$ cat config.mk
export PLATFORM = sky130hd
export DESIGN_NAME = mem_rw_sched
export DESIGN_NICKNAME = d
export VERILOG_FILES = /design/src/rtl/mem_rw_sched_pkg.sv /design/src/rtl/mem_rw_sched_rr_arbiter.sv /design/src/rtl/mem_rw_sched.sv
export SDC_FILE = /design/constraint.sdc
export NUM_CORES = 1
export LEC_CHECK = 0
export ABC_AREA = 0
export CORE_AREA = 5 5 452 454
export CTS_BUF_LIST = sky130_fd_sc_hd__clkbuf_8
export DETAILED_ROUTE_END_ITERATION = 6
export DIE_AREA = 0 0 457 459
export PLACE_DENSITY = 0.38
export RECOVER_POWER = 100
export SYNTH_ARGS = -nofsm -noshare
export SYNTH_HDL_FRONTEND = slang
export SYNTH_SLANG_ARGS = --single-unit
$ cat constraint.sdc
create_clock -name clock -period 5.1 [get_ports clock]
set_input_delay 1.275 -clock clock [delete_from_list [all_inputs] [get_ports clock]]
set_output_delay 1.275 -clock clock [all_outputs]
set_load 0.02 [all_outputs]
$ cat src/rtl/mem_rw_sched_pkg.sv
// Shared types for the checkpoint-replay memory scheduler.
//   state_e    : scheduler FSM states
//   mem_cmd_t  : one latched command (write flag, index, data, mask, owner id, range error)
//   DEFAULT_MAX_INDEX : first illegal 64-bit word index (4 GiB / 8)
package mem_rw_sched_pkg;

    // Wide enough for the largest supported requester count (8).
    localparam int ID_W = 3;

    localparam logic [63:0] DEFAULT_MAX_INDEX = 64'h2000_0000;

    typedef enum logic [1:0] {
        IDLE  = 2'd0,
        ISSUE = 2'd1,
        RESP  = 2'd2
    } state_e;

    typedef struct packed {
        logic            write;
        logic [63:0]     index;
        logic [63:0]     wdata;
        logic [63:0]     wmask;
        logic [ID_W-1:0] id;
        logic            err;
    } mem_cmd_t;

    function automatic logic index_illegal(input logic [63:0] index,
                                           input logic [63:0] max_index);
        return index >= max_index;
    endfunction

endpackage

$ cat src/rtl/mem_rw_sched_rr_arbiter.sv
// Combinational round-robin arbiter.
//   req    : request vector, one bit per requester
//   ptr    : highest-priority requester this round
//   grant  : one-hot grant (all zero when nothing requests)
//   winner : binary index of the granted requester (0 when nothing requests)
module rr_arbiter #(
    parameter int N  = 4,
    parameter int PW = $clog2(N)
) (
    input  logic [N-1:0]  req,
    input  logic [PW-1:0] ptr,
    output logic [N-1:0]  grant,
    output logic [PW-1:0] winner
);

    logic          found;
    logic [PW-1:0] idx;

    // Walk from ptr upward with wrap; the first requester seen wins.
    always_comb begin
        grant  = '0;
        winner = '0;
        found  = 1'b0;
        idx    = '0;
        for (int off = 0; off < N; off++) begin
            idx = PW'((int'(ptr) + off) % N);
            if (!found && req[idx]) begin
                found      = 1'b1;
                grant[idx] = 1'b1;
                winner     = idx;
            end
        end
    end

endmodule

$ cat src/rtl/mem_rw_sched.sv
// Round-robin scheduler sharing one MemRWHelper read/write port pair among
// NUM_REQ requesters. One command is in flight at a time:
// accept (IDLE) -> one-cycle helper strobe (ISSUE) -> response handshake (RESP).
// Ports:
//   clock, reset_n                 : clock, async active-low reset
//   req_valid/ready/write          : per-requester command handshake and direction
//   req_index/wdata/wmask          : per-requester 64-bit fields, requester i at [64i+63:64i]
//   resp_valid/ready               : per-requester response handshake
//   resp_rdata/write/err           : shared response payload
//   mem_enable                     : helper global enable
//   mem_r_enable/index, mem_r_data : helper read port (data registered by helper)
//   mem_w_enable/index/data/mask   : helper write port
//
// state | meaning
// ------+-------------------------------------------------------------
// IDLE  | arbitrating; req_ready driven to the round-robin winner
// ISSUE | helper strobe high this cycle (suppressed on a range error)
// RESP  | response held to the owner until its resp_ready
module mem_rw_sched
    import mem_rw_sched_pkg::*;
#(
    parameter int          NUM_REQ   = 4,
    parameter logic [63:0] MAX_INDEX = DEFAULT_MAX_INDEX
) (
    input  logic                  clock,
    input  logic                  reset_n,
    input  logic [NUM_REQ-1:0]    req_valid,
    output logic [NUM_REQ-1:0]    req_ready,
    input  logic [NUM_REQ-1:0]    req_write,
    input  logic [NUM_REQ*64-1:0] req_index,
    input  logic [NUM_REQ*64-1:0] req_wdata,
    input  logic [NUM_REQ*64-1:0] req_wmask,
    output logic [NUM_REQ-1:0]    resp_valid,
    input  logic [NUM_REQ-1:0]    resp_ready,
    output logic [63:0]           resp_rdata,
    output logic                  resp_write,
    output logic                  resp_err,
    output logic                  mem_enable,
    output logic                  mem_r_enable,
    output logic [63:0]           mem_r_index,
    input  logic [63:0]           mem_r_data,
    output logic                  mem_w_enable,
    output logic [63:0]           mem_w_index,
    output logic [63:0]           mem_w_data,
    output logic [63:0]           mem_w_mask
);

    localparam int PW = $clog2(NUM_REQ);

    state_e               state;
    logic [PW-1:0]        rr_ptr;
    logic [PW-1:0]        ptr_next;
    logic [NUM_REQ-1:0]   grant;
    logic [PW-1:0]        winner;
    mem_cmd_t             cmd;
    mem_cmd_t             next_cmd;
    logic [NUM_REQ-1:0]   id_onehot;

    rr_arbiter #(
        .N  (NUM_REQ),
        .PW (PW)
    ) u_arb (
        .req    (req_valid),
        .ptr    (rr_ptr),
        .grant  (grant),
        .winner (winner)
    );

    always_comb begin
        next_cmd       = '0;
        next_cmd.write = req_write[winner];
        next_cmd.index = req_index[int'(winner)*64 +: 64];
        next_cmd.wdata = req_wdata[int'(winner)*64 +: 64];
        next_cmd.wmask = req_wmask[int'(winner)*64 +: 64];
        next_cmd.id    = ID_W'(winner);
        next_cmd.err   = index_illegal(next_cmd.index, MAX_INDEX);
    end

    always_comb begin
        id_onehot = '0;
        for (int i = 0; i < NUM_REQ; i++) begin
            id_onehot[i] = (cmd.id == ID_W'(i));
        end
    end

    assign ptr_next = (winner == PW'(NUM_REQ - 1)) ? '0 : winner + PW'(1);

    // Gated by reset_n so ready is low while held in reset even if requests are up.
    assign req_ready  = (state == IDLE && reset_n) ? grant : '0;
    assign mem_enable = reset_n;

    // The helper's read data stays put in RESP because no read is issued there.
    assign resp_rdata = (state == RESP && !cmd.write && !cmd.err) ? mem_r_data : '0;

    assign mem_r_index = cmd.index;
    assign mem_w_index = cmd.index;
    assign mem_w_data  = cmd.wdata;
    assign mem_w_mask  = cmd.wmask;

    always_ff @(posedge clock or negedge reset_n) begin
        if (!reset_n) begin
            state        <= IDLE;
            rr_ptr       <= '0;
            cmd          <= '0;
            mem_r_enable <= 1'b0;
            mem_w_enable <= 1'b0;
            resp_valid   <= '0;
            resp_write   <= 1'b0;
            resp_err     <= 1'b0;
        end else begin
            case (state)
                IDLE: begin
                    if (|req_valid) begin
                        cmd          <= next_cmd;
                        rr_ptr       <= ptr_next;
                        mem_r_enable <= !next_cmd.write && !next_cmd.err;
                        mem_w_enable <= next_cmd.write && !next_cmd.err;
                        state        <= ISSUE;
                    end
                end
                ISSUE: begin
                    mem_r_enable <= 1'b0;
                    mem_w_enable <= 1'b0;
                    resp_valid   <= id_onehot;
                    resp_write   <= cmd.write;
                    resp_err     <= cmd.err;
                    state        <= RESP;
                end
                RESP: begin
                    // resp_valid is one-hot on the owner, so this ignores other requesters.
                    if (|(resp_ready & resp_valid)) begin
                        resp_valid <= '0;
                        resp_write <= 1'b0;
                        resp_err   <= 1'b0;
                        state      <= IDLE;
                    end
                end
                default: state <= IDLE;
            endcase
        end
    end

endmodule

==> metrics.txt <==
final sum of negative setup slack=0 ps; iteration-0 DRC count of the detailed router=1,307; root buf cell=sky130_fd_sc_hd__clkbuf_8; Post-DP HPWL=129,000 um; clock sink count=208; max-cap violation count=2; leakage component of the power=13.6 nW; achievable clock frequency=205 MHz; GP Congestion=0.884; type of element capturing the critical path=output port; Final setup violation count=0; status=finished, violations left; area enclosed by the die boundary=210,000 sq um; most used flip-flop cell after synthesis=sky130_fd_sc_hd__dfrtp_1; maximum clock path buffer count=3; global-route congestion overflow total=0; clock tree from TritonCTS=done; Port Buf Inserts=1,178; synthesized netlist net count=3,106; Std-Cell Core Area=199,000 sq um; clock transition at the register clock pins on the worst setup and hold paths after CTS=50 ps; maximum fanout encountered on the critical timing path=11; count of flip-flops with a built-in enable after synthesis=0; share of synthesized area occupied by flip-flops and latches=31.1%; total number of H-tree levels=2; arrival time at the worst endpoint=3600 ps; clock period minus worst slack=4880 ps; number of max-slew violations in the final report=122; clk_skew=48.0 ps; final hold violation count=0; Util after Layout=15.6%; count of instances resized after the clock tree is built=3; Die H=459 um; vias in the first global route=21,700; total setup buffers inserted after CTS=0; final critical-path setup slack=221 ps; count of nets after finishing=3,991; layout cells sized above 1=5.54%; max-slew headroom at the worst pin=-88.7%; horizontal die dimension=457 um; initial antenna violation count=87; final standard cell area without fillers=31,100 sq um; synth unique cells=49; part of the cycle the worst path needs=95.7%; flop-to-flop setup slack=340 ps; global routing usage summed across all routing layers=13.9%; post-detailed-route via-to-cell ratio=3.55; Hold-fix buffers, CTS=0; worst-skew pair later-pin latency=740 ps; worst setup slack after placement=39.1 ps; fraction of registers with async set or reset after synthesis=100%; Syn Inst Count=2,252; number of remaining DRC errors=0; fill count=22,800; wire length reported by the detailed router=153,000 um; type of element launching the critical path=input pin; wire length of the first global-routing pass=201,000 um; Required @ worst endpoint=3830 ps; Warnings, synthesis=0; instance area at placement=30,200 sq um; num ports=1,179; unrepaired setup endpoints after global routing=no; relative area change from synthesis to final layout=86.3%; worst-margin pin slew=2830 ps; Hold Path Class=reg -> reg; PnR Total Power=20.4 mW; vias after detailed routing=20,800; number of search-and-repair iterations in the first detailed-routing pass=5; number of clock buffers inserted by TritonCTS=51; worst setup path class=in -> out; #FFs+latches synth=208; VDD IR-drop max=414 uV; Syn Area/Cell=7.42 sq um; number of placement rows=164; Routed WL per cell=26.2 um; remaining antenna violation count=0; power density of the placed cells=654 nW/um^2; largest net degree at the start of global routing=95; initial standard-cell utilization of the core=8.39%; failing checks=capacitance limit, slew limit; cell area after synthesis=16,700 sq um
[layout make-up]
| type | count | area [sq um] | share of cell area, % |
|---|---|---|---|
| Antenna cell | 24 | 60.1 | 0.193 |
| Clock buffer | 68 | 936 | 3.00 |
| Clock inverter | 26 | 174 | 0.558 |
| Inverter | 7 | 41.3 | 0.133 |
| Multi-Input combinational cell | 1593 | 8790 | 28.2 |
| Sequential cell | 208 | 5210 | 16.7 |
| Tap cell | 2656 | 3320 | 10.7 |
| Timing Repair Buffer | 1276 | 12600 | 40.5 |
[cell usage in the layout, fill, tap and decap left out, types with 4 or more instances in the layout]
cell and count:
sky130_fd_sc_hd__a211oi_1 5, sky130_fd_sc_hd__a21o_1 186, sky130_fd_sc_hd__a21oi_1 7, sky130_fd_sc_hd__a221oi_1 5, sky130_fd_sc_hd__a22oi_1 7, sky130_fd_sc_hd__a311oi_1 185, sky130_fd_sc_hd__and2_0 5, sky130_fd_sc_hd__and2_1 60
sky130_fd_sc_hd__and3_1 185, sky130_fd_sc_hd__buf_12 16, sky130_fd_sc_hd__buf_4 53, sky130_fd_sc_hd__clkbuf_1 16, sky130_fd_sc_hd__clkbuf_2 16, sky130_fd_sc_hd__clkbuf_8 68, sky130_fd_sc_hd__clkdlybuf4s50_1 848, sky130_fd_sc_hd__dfrtp_1 207
sky130_fd_sc_hd__diode_2 24, sky130_fd_sc_hd__dlygate4sd3_1 325, sky130_fd_sc_hd__ha_1 7, sky130_fd_sc_hd__inv_1 24, sky130_fd_sc_hd__mux2i_1 9, sky130_fd_sc_hd__nand2_1 778, sky130_fd_sc_hd__nand3_1 11, sky130_fd_sc_hd__nand4_1 4
sky130_fd_sc_hd__nor2_1 41, sky130_fd_sc_hd__nor2b_1 4, sky130_fd_sc_hd__nor3_1 16, sky130_fd_sc_hd__nor4_1 25, sky130_fd_sc_hd__o21ai_0 13, sky130_fd_sc_hd__o22ai_1 5, sky130_fd_sc_hd__o31ai_1 4
[cell usage after synthesis (3+ instances only)]
library cell	n	share of area (%)
sky130_fd_sc_hd__nand2_1	778	17
sky130_fd_sc_hd__buf_4	257	12
sky130_fd_sc_hd__dfrtp_1	208	31
sky130_fd_sc_hd__a21o_1	186	8.4
sky130_fd_sc_hd__a311oi_1	185	9.7
sky130_fd_sc_hd__and3_1	185	6.9
sky130_fd_sc_hd__clkbuf_1	139	3.1
sky130_fd_sc_hd__and2_1	65	2.4
sky130_fd_sc_hd__nor2_1	41	0.92
sky130_fd_sc_hd__buf_2	29	0.87
sky130_fd_sc_hd__nor4_1	25	0.94
sky130_fd_sc_hd__nor3_1	17	0.51
sky130_fd_sc_hd__buf_1	16	0.36
sky130_fd_sc_hd__o21ai_0	13	0.39
sky130_fd_sc_hd__nand3_1	11	0.33
sky130_fd_sc_hd__ha_1	8	0.60
sky130_fd_sc_hd__mux2i_1	8	0.48
sky130_fd_sc_hd__a21oi_1	7	0.21
sky130_fd_sc_hd__a22oi_1	7	0.31
sky130_fd_sc_hd__a211oi_1	5	0.22
sky130_fd_sc_hd__a221oi_1	5	0.26
sky130_fd_sc_hd__inv_1	5	0.11
sky130_fd_sc_hd__o22ai_1	5	0.19
sky130_fd_sc_hd__nand4_1	4	0.15
sky130_fd_sc_hd__o31ai_1	4	0.18
sky130_fd_sc_hd__a22o_1	3	0.16
sky130_fd_sc_hd__buf_6	3	0.20
sky130_fd_sc_hd__mux4_2	3	0.40
sky130_fd_sc_hd__nor2b_1	3	0.11
[path summary, 6_finish.rpt]
check / startpoint / end / cells past startpoint
max: req_valid[1] / req_ready[0] / 9
min: mem_w_data[19] / mem_w_data[19] / 1
max reg2reg: rr_ptr[1] / mem_w_mask[47] / 13
min reg2reg: mem_w_data[19] / mem_w_data[19] / 1
max in group asynchronous: reset_n / mem_r_index[18] / 2
min in group asynchronous: reset_n / mem_r_index[23] / 1
[layer usage]
layer	routed length, um	GRT usage, %	vias to the layer above	part of all wire (%)
met3	16600	6.58	229	11
met4	3830	3.12	64	2.5
li1	-	-	9352	-
met2	71100	23.2	1087	46
met5	451	0	-	0.29
met1	61300	16.2	10100	40
[worst max-delay path, cell delays in order]
cell,delay (ps)
sky130_fd_sc_hd__dlygate4sd3_1,690
sky130_fd_sc_hd__mux4_2,540
sky130_fd_sc_hd__nor2b_1,170
sky130_fd_sc_hd__buf_4,150
sky130_fd_sc_hd__a22oi_1,130
sky130_fd_sc_hd__nor2_1,60
sky130_fd_sc_hd__a221oi_1,250
sky130_fd_sc_hd__nor2_1,120
sky130_fd_sc_hd__clkbuf_2,220
[per-stage QoR]
stage                     hold WS (ps)  instances
final                              471       5858
after global routing               481       5839
after CTS                          259       5834
after detailed placement           465       5740
after global placement             459       5740
after floorplan                    451       2252
[report_power, final]
| part | switching (mW) | internal, mW |
|---|---|---|
| sequential | 0.802 | 2.54 |
| combinational | 9.15 | 5.52 |
| clock | 1.08 | 1.29 |
[logic make-up after synthesis]
group | Yosys count | synth area share, %
DFF | 208 | 31.1
muxes | 14 | 1.15
adders and majority gates | 8 | 0.599
and+or+nand+nor | 1136 | 30.1
AOI/OAI and AO/OA | 435 | 20.8
buffers and inverters | 451 | 16.2
[state kept, by name, summed over array words and instances, names as in the netlist]
register	flops
mem_r_index	64
mem_w_mask	64
cmd	4
resp_valid	4
resp_write	1
mem_r_enable	1
state	2
rr_ptr	2
mem_w_data	64
mem_w_enable	1
resp_err	1
No activity file was read; power rests on OpenSTA's default activity.
